$ cat src/rtl/axi_rd_arbiter_if.sv
// ---------------------------------------------------------------------------
// axi_rd_arbiter_if
//   Bundles every signal of the read arbiter except clock and reset: the two
//   SRAM-style core request ports (inst_*, data_*), the write-side hazard
//   inputs (wr_pending, wr_addr) and the shared AXI AR/R channel pair.
//
//   modport slave  : the arbiter's view (core requests in, AXI AR out, R in).
//   modport master : the surrounding system's view (core + AXI bridge).
// ---------------------------------------------------------------------------
interface axi_rd_arbiter_if;
  // instruction-fetch port
  logic        inst_req;
  logic [31:0] inst_addr;
  logic [1:0]  inst_size;
  logic        inst_addr_ok;
  logic        inst_data_ok;
  logic [31:0] inst_rdata;
  // data-load port
  logic        data_req;
  logic [31:0] data_addr;
  logic [1:0]  data_size;
  logic        data_addr_ok;
  logic        data_data_ok;
  logic [31:0] data_rdata;
  // write-side hazard info
  logic        wr_pending;
  logic [31:0] wr_addr;
  // AXI read address channel
  logic [3:0]  arid;
  logic [31:0] araddr;
  logic [2:0]  arsize;
  logic        arvalid;
  logic        arready;
  // AXI read data channel
  logic [3:0]  rid;
  logic [31:0] rdata;
  logic        rvalid;
  logic        rready;

  modport slave (
    input  inst_req, inst_addr, inst_size,
    input  data_req, data_addr, data_size,
    input  wr_pending, wr_addr,
    input  arready, rid, rdata, rvalid,
    output inst_addr_ok, inst_data_ok, inst_rdata,
    output data_addr_ok, data_data_ok, data_rdata,
    output arid, araddr, arsize, arvalid, rready
  );

  modport master (
    output inst_req, inst_addr, inst_size,
    output data_req, data_addr, data_size,
    output wr_pending, wr_addr,
    output arready, rid, rdata, rvalid,
    input  inst_addr_ok, inst_data_ok, inst_rdata,
    input  data_addr_ok, data_data_ok, data_rdata,
    input  arid, araddr, arsize, arvalid, rready
  );
endinterface

$ cat src/rtl/axi_rd_arbiter.sv
// ---------------------------------------------------------------------------
// axi_rd_arbiter
//   Shares one AXI AR/R channel pair between the instruction-fetch and the
//   data-load requesters.
//   - AR issue: two-state FSM (IDLE grants, ISSUE holds arvalid until
//     arready). Data has fixed priority; a data load whose word address
//     matches a pending write is held back without blocking fetch.
//   - Each ID keeps an outstanding-read counter capped at MAX_OUTST.
//   - R beats are routed by rid[0] into per-ID registered rdata/data_ok.
//     Beats for an ID with nothing outstanding are dropped.
//
// Ports
//   aclk   : clock
//   reset  : synchronous, active-high reset
//   bus    : axi_rd_arbiter_if.slave (core ports, hazard info, AXI AR/R)
//
// Parameters
//   MAX_OUTST : max outstanding reads per ID
//   CNT_W     : counter width, 2**CNT_W must exceed MAX_OUTST
// ---------------------------------------------------------------------------

// Per-ID lane: outstanding counter plus registered response.
//   ar_hs     : AR handshake for this ID
//   r_beat    : R handshake whose rid[0] selects this ID
//   r_data    : R data bus
//   can_issue : counter below MAX_OUTST
//   data_ok   : one-cycle pulse the cycle after an accepted beat
//   rdata_q   : last accepted beat for this ID
module axi_rd_arbiter_lane #(
  parameter int MAX_OUTST = 4,
  parameter int CNT_W     = 3
) (
  input  logic        aclk,
  input  logic        reset,
  input  logic        ar_hs,
  input  logic        r_beat,
  input  logic [31:0] r_data,
  output logic        can_issue,
  output logic        data_ok,
  output logic [31:0] rdata_q
);
  logic [CNT_W-1:0] cnt;
  logic             accept;

  // A beat with nothing outstanding is unexpected: no pulse, no decrement.
  assign accept    = r_beat & (cnt != '0);
  assign can_issue = (cnt < CNT_W'(MAX_OUTST));

  always_ff @(posedge aclk) begin
    if (reset) begin
      cnt     <= '0;
      data_ok <= 1'b0;
      rdata_q <= '0;
    end else begin
      data_ok <= accept;
      if (accept) rdata_q <= r_data;
      // Issue and retire in the same cycle cancel out.
      case ({ar_hs, accept})
        2'b10:   cnt <= cnt + 1'b1;
        2'b01:   cnt <= cnt - 1'b1;
        default: cnt <= cnt;
      endcase
    end
  end
endmodule

module axi_rd_arbiter #(
  parameter int MAX_OUTST = 4,
  parameter int CNT_W     = 3
) (
  input logic              aclk,
  input logic              reset,
  axi_rd_arbiter_if.slave  bus
);
  localparam int NUM_IDS = 2;   // lane 0 = inst, lane 1 = data (== arid[0])

  typedef enum logic {IDLE, ISSUE} state_t;

  typedef struct packed {
    logic        id;
    logic [31:0] addr;
    logic [1:0]  size;
  } ar_req_t;

  state_t  state, state_nxt;
  ar_req_t ar_q, ar_nxt;

  logic hazard, data_elig, inst_elig, ar_hs, r_fire;
  logic [NUM_IDS-1:0]        can_issue, lane_ar_hs, lane_r_beat, lane_data_ok;
  logic [NUM_IDS-1:0][31:0]  lane_rdata;
  logic [4:0]                unused_bits;

  // Only rid[0] selects the lane; write hazard compares word addresses.
  assign unused_bits = {bus.rid[3:1], bus.wr_addr[1:0]};

  // Hazard only matters at grant time; once latched the read is committed.
  assign hazard    = bus.wr_pending & (bus.wr_addr[31:2] == bus.data_addr[31:2]);
  assign data_elig = bus.data_req & ~hazard & can_issue[1];
  assign inst_elig = bus.inst_req & can_issue[0];

  always_comb begin
    state_nxt = state;
    ar_nxt    = ar_q;
    case (state)
      IDLE: begin
        if (data_elig) begin
          ar_nxt    = '{id: 1'b1, addr: bus.data_addr, size: bus.data_size};
          state_nxt = ISSUE;
        end else if (inst_elig) begin
          ar_nxt    = '{id: 1'b0, addr: bus.inst_addr, size: bus.inst_size};
          state_nxt = ISSUE;
        end
      end
      ISSUE: begin
        if (bus.arready) state_nxt = IDLE;
      end
      default: state_nxt = IDLE;
    endcase
  end

  always_ff @(posedge aclk) begin
    if (reset) begin
      state <= IDLE;
      ar_q  <= '0;
    end else begin
      state <= state_nxt;
      ar_q  <= ar_nxt;
    end
  end

  // AR channel: fields come straight from the latched request, so they are
  // stable for the whole time arvalid is high.
  assign bus.arvalid = (state == ISSUE);
  assign bus.arid    = {3'b000, ar_q.id};
  assign bus.araddr  = ar_q.addr;
  assign bus.arsize  = {1'b0, ar_q.size};
  assign ar_hs       = bus.arvalid & bus.arready;

  assign bus.inst_addr_ok = ar_hs & ~ar_q.id;
  assign bus.data_addr_ok = ar_hs &  ar_q.id;

  // Responses are always sunk; no backpressure toward the slave.
  assign bus.rready = ~reset;
  assign r_fire     = bus.rvalid & bus.rready;

  for (genvar i = 0; i < NUM_IDS; i++) begin : g_lane
    assign lane_ar_hs[i]  = ar_hs  & (ar_q.id    == 1'(i));
    assign lane_r_beat[i] = r_fire & (bus.rid[0] == 1'(i));

    axi_rd_arbiter_lane #(
      .MAX_OUTST (MAX_OUTST),
      .CNT_W     (CNT_W)
    ) u_lane (
      .aclk      (aclk),
      .reset     (reset),
      .ar_hs     (lane_ar_hs[i]),
      .r_beat    (lane_r_beat[i]),
      .r_data    (bus.rdata),
      .can_issue (can_issue[i]),
      .data_ok   (lane_data_ok[i]),
      .rdata_q   (lane_rdata[i])
    );
  end

  assign bus.inst_data_ok = lane_data_ok[0];
  assign bus.inst_rdata   = lane_rdata[0];
  assign bus.data_data_ok = lane_data_ok[1];
  assign bus.data_rdata   = lane_rdata[1];
endmodule

$ cat src/flat_wrapper.sv
// flat-port wrapper written by rule: the top's interface ports become plain ports
module axi_rd_arbiter_flat 
#(
  parameter int MAX_OUTST = 4,
  parameter int CNT_W     = 3
)
  (aclk, reset, bus_inst_req, bus_inst_addr, bus_inst_size, bus_data_req, bus_data_addr, bus_data_size, bus_wr_pending, bus_wr_addr, bus_arready, bus_rid, bus_rdata, bus_rvalid, bus_inst_addr_ok, bus_inst_data_ok, bus_inst_rdata, bus_data_addr_ok, bus_data_data_ok, bus_data_rdata, bus_arid, bus_araddr, bus_arsize, bus_arvalid, bus_rready);
  axi_rd_arbiter_if bus_i ();
  input logic aclk;
  input logic reset;
  input wire logic [$bits(bus_i.inst_req)-1:0] bus_inst_req;
  input wire logic [$bits(bus_i.inst_addr)-1:0] bus_inst_addr;
  input wire logic [$bits(bus_i.inst_size)-1:0] bus_inst_size;
  input wire logic [$bits(bus_i.data_req)-1:0] bus_data_req;
  input wire logic [$bits(bus_i.data_addr)-1:0] bus_data_addr;
  input wire logic [$bits(bus_i.data_size)-1:0] bus_data_size;
  input wire logic [$bits(bus_i.wr_pending)-1:0] bus_wr_pending;
  input wire logic [$bits(bus_i.wr_addr)-1:0] bus_wr_addr;
  input wire logic [$bits(bus_i.arready)-1:0] bus_arready;
  input wire logic [$bits(bus_i.rid)-1:0] bus_rid;
  input wire logic [$bits(bus_i.rdata)-1:0] bus_rdata;
  input wire logic [$bits(bus_i.rvalid)-1:0] bus_rvalid;
  output wire logic [$bits(bus_i.inst_addr_ok)-1:0] bus_inst_addr_ok;
  output wire logic [$bits(bus_i.inst_data_ok)-1:0] bus_inst_data_ok;
  output wire logic [$bits(bus_i.inst_rdata)-1:0] bus_inst_rdata;
  output wire logic [$bits(bus_i.data_addr_ok)-1:0] bus_data_addr_ok;
  output wire logic [$bits(bus_i.data_data_ok)-1:0] bus_data_data_ok;
  output wire logic [$bits(bus_i.data_rdata)-1:0] bus_data_rdata;
  output wire logic [$bits(bus_i.arid)-1:0] bus_arid;
  output wire logic [$bits(bus_i.araddr)-1:0] bus_araddr;
  output wire logic [$bits(bus_i.arsize)-1:0] bus_arsize;
  output wire logic [$bits(bus_i.arvalid)-1:0] bus_arvalid;
  output wire logic [$bits(bus_i.rready)-1:0] bus_rready;
  assign bus_i.inst_req = bus_inst_req;
  assign bus_i.inst_addr = bus_inst_addr;
  assign bus_i.inst_size = bus_inst_size;
  assign bus_i.data_req = bus_data_req;
  assign bus_i.data_addr = bus_data_addr;
  assign bus_i.data_size = bus_data_size;
  assign bus_i.wr_pending = bus_wr_pending;
  assign bus_i.wr_addr = bus_wr_addr;
  assign bus_i.arready = bus_arready;
  assign bus_i.rid = bus_rid;
  assign bus_i.rdata = bus_rdata;
  assign bus_i.rvalid = bus_rvalid;
  assign bus_inst_addr_ok = bus_i.inst_addr_ok;
  assign bus_inst_data_ok = bus_i.inst_data_ok;
  assign bus_inst_rdata = bus_i.inst_rdata;
  assign bus_data_addr_ok = bus_i.data_addr_ok;
  assign bus_data_data_ok = bus_i.data_data_ok;
  assign bus_data_rdata = bus_i.data_rdata;
  assign bus_arid = bus_i.arid;
  assign bus_araddr = bus_i.araddr;
  assign bus_arsize = bus_i.arsize;
  assign bus_arvalid = bus_i.arvalid;
  assign bus_rready = bus_i.rready;
  axi_rd_arbiter #(.MAX_OUTST(MAX_OUTST), .CNT_W(CNT_W)) u_core (.aclk(aclk), .reset(reset), .bus(bus_i));
endmodule
$ cat config.mk
export PLATFORM = sky130hd
export DESIGN_NAME = axi_rd_arbiter_flat
export DESIGN_NICKNAME = d
export VERILOG_FILES = /design/src/rtl/axi_rd_arbiter_if.sv /design/src/rtl/axi_rd_arbiter.sv /design/src/flat_wrapper.sv
export SDC_FILE = /design/constraint.sdc
export NUM_CORES = 1
export LEC_CHECK = 0
export ABC_AREA = 1
export ABC_CLOCK_PERIOD_IN_PS = 2100
export CORE_MARGIN = 2
export CORE_UTILIZATION = 38
export CTS_BUF_LIST = sky130_fd_sc_hd__clkbuf_8
export DETAILED_ROUTE_END_ITERATION = 7
export PLACE_DENSITY = 0.79
export SYNTH_ARGS = -nofsm -noshare
export SYNTH_HDL_FRONTEND = slang
export SYNTH_SLANG_ARGS = --single-unit
$ cat constraint.sdc
create_clock -name aclk -period 2.1 [get_ports aclk]
set_input_delay 0.21 -clock aclk [delete_from_list [all_inputs] [get_ports aclk]]
set_output_delay 0.21 -clock aclk [all_outputs]
set_load 0.05 [all_outputs]
==> flow_summary.toml <==
[global_routing]
overflow = 0
grt_pass1_wl_microns = 25410
antenna_found_initial = 0
grt_max_degree = 106
grt_pass1_vias = 5249
grt_util_all_layers_pct = 22.26

[sta]
finalCriticalPeriod_ns = 1.900
fin_crit_sh_pct = 90.47
grt_setup_unrepaired = "false"
clock_skew_ns = 0.01336
finalSetupViolCount = 0
slew_viol_final = 0
tightest_slew_ns = 0.9798
max_freq_ghz = 0.5264
relSlewSlack_pct = 34.68
hold_viol_final = 0

[die]
io_pins = 252
core_area_sq_mm = 0.01330
die_y_microns = 120.9
start_util_pct = 39.06
fp-row-count = 42
die_area_sq_mm = 0.01462
fp.dieW_microns = 120.9

[logic_synthesis]
synthFlopType = "dfxtp_1"
avgSynthCellArea_sq_um = 6.332
synth_edf_count = 0
synth_seq_area_share_pct = 41.64
async_flop_share_pct = 0
postSynthCellCount = 820
netlist_area_sq_mm = 0.005192
ys_warn_count = 0
synth.ff_latch_count = 108
ys_types = 24

[setup_path]
crit_path_start_kind = "input pin"
reg2reg_depth = 11
rrSetupSlack_ns = 0.26
crit_path_end_kind = "primary output"
cp.required_ns = 1.89
crit_type = "in -> out"
arrival_ns = 1.69
crit_fanout = 105

[clocking]
post_cts.repair.setup_buffers = 0
cts_buffer_depth = 2
h-tree-depth = 3
cts_buffers = 9
cts.sinks = 108
cts-root-buf = "clkbuf_8"
hold_buffers = 0
cts_resized = 0
path_clk_slew_ns = 0.10
cts_tree = "built"
clk_latency_ns = 0.38

[hold_path]
hold_path_class = "in -> reg"
hold_depth = 3

[routing]
drt_first_pass_iters = 4
num_vias = 5624
drc = 0
avgRoutedWirePerCell_microns = 13.07
wirelength_microns = 16350
vias_per_cell = 4.496
drt-initial-drc-count = 285
postRouteAntennaNets = 0

[finish]
stdcell_count = 1251
num_antenna_cells = 0
fin_nets = 1217
drive_gt1_share_pct = 7.349
final_common_cell = "clkdlybuf4s50_1"
final_cell_area_sq_mm = 0.008149
nFillCells = 1269
final_cell_mix = "clkdlybuf4s50_1, nor2_1, nand2_1"
area_growth_pct = 56.94

[pwr]
cellLeakagePower_nw = 3.691
power_density_mw_per_mm2 = 621.8
max-vdd-ir-drop_v = 0.0004342

[placement]
dpl_cell_area_sq_mm = 0.007935
gp_congestion = 0.9125
dp.cells = 1235
port_buffers = 242
hpwlAfterDp_microns = 12070

[job]
drv_cap = 0

[outcome]
status = "complete, no violations"
[metrics by stage]
step | setup WS [ns] | total power, mW | util [%] | hold slack (ns) | setup TNS (ns)
global placement | -0.1602 | 3.689 | 59.68 | 0.4412 | -4.314
finish | 0.2002 | 5.067 | 61.29 | 0.4745 | 0
detailed placement | -0.2087 | 3.712 | 59.68 | 0.4574 | -6.508
global route | 0.02340 | 5.333 | 61.29 | 0.4698 | 0
CTS | 0.1711 | 5.116 | 61.29 | 0.4478 | 0
floorplan | 0.04998 | 3.091 | - | 0.2791 | 0
[state kept, by name, summed over array words and instances (netlist names)]
signal / flops
u_core.g_lane.u_lane.data_ok: 2
u_core.bus.arvalid: 1
u_core.bus.araddr: 32
u_core.bus.arid: 1
u_core.g_lane.u_lane.cnt: 6
u_core.g_lane.u_lane.rdata_q: 64
u_core.bus.arsize: 2
[worst paths after layout]
check	end	startpoint
setup / recovery	bus_rready	reset
hold / removal	u_core.g_lane[1].u_lane.rdata_q[12]	bus_rdata[12]
setup reg to reg	u_core.g_lane[0].u_lane.cnt[2]	u_core.g_lane[0].u_lane.cnt[0]
hold reg to reg	u_core.g_lane[1].u_lane.cnt[0]	u_core.g_lane[1].u_lane.cnt[0]
[synthesized netlist by cell type (2+ instances only)]
library cell	instances	share of area, %
dfxtp_1	108	42
nand3_1	15	1.4
buf_1	8	0.58
nor2_1	214	15
nand2_2	8	0.96
xnor2_1	5	0.84
inv_2	9	0.65
o21ai_0	89	8.6
buf_2	3	0.29
ha_1	2	0.48
inv_1	108	7.8
buf_8	2	0.58
fa_1	2	0.77
buf_4	11	1.6
nand2_1	198	14
a21oi_1	9	0.87
clkbuf_1	17	1.2
o21ai_2	6	1.0
[cells by family (layout without fill, tap and decap cells)]
group                    count (synthesis)  in the layout  share of synthesized area, %
AO/OA/AOI/OAI                          105            105                         10.55
other                                    1              4                       0.07222
buffers and inverters                  159            411                         12.94
adder cells (fa/ha/maj)                  4              4                         1.253
AND/OR/NAND/NOR                        437            437                         32.53
XOR/XNOR                                 6              6                         1.012
flip-flops                             108            108                         41.64
[worst max-delay path: stages]
cell and delay, ns:
clkdlybuf4s50_1 0.44, inv_2 0.08, buf_4 0.71, buf_12 0.23
[report_power, final]
part	switching, mW	internal, mW	leakage, nW	total [mW]
Combinational	0.840	0.615	2.69	1.46
Clock	0.732	0.671	0.117	1.40
Sequential	0.0546	2.15	0.881	2.21
[area by class of cell]
| type | count | area [sq um] | area share (%) |
|---|---|---|---|
| Timing Repair Buffer | 278 | 2735 | 33.56 |
| Multi-Input combinational cell | 556 | 2377 | 29.17 |
| Sequential cell | 108 | 2163 | 26.55 |
| Inverter | 117 | 439.2 | 5.389 |
| Tap cell | 176 | 220.2 | 2.702 |
| Clock buffer | 9 | 123.9 | 1.520 |
| Clock inverter | 7 | 90.09 | 1.105 |
[per-layer routing]
layer  vias up  global-route usage, %  part of all wire [%]
li1       2941                      -                     -
met1      2502                  25.43                    41
met2       153                  39.89                    51
met3        28                  5.592                   5.5
met4         0                  8.067                   2.6
met5         -                      0                     0
Note: power is estimated with default switching activity, not from simulation.
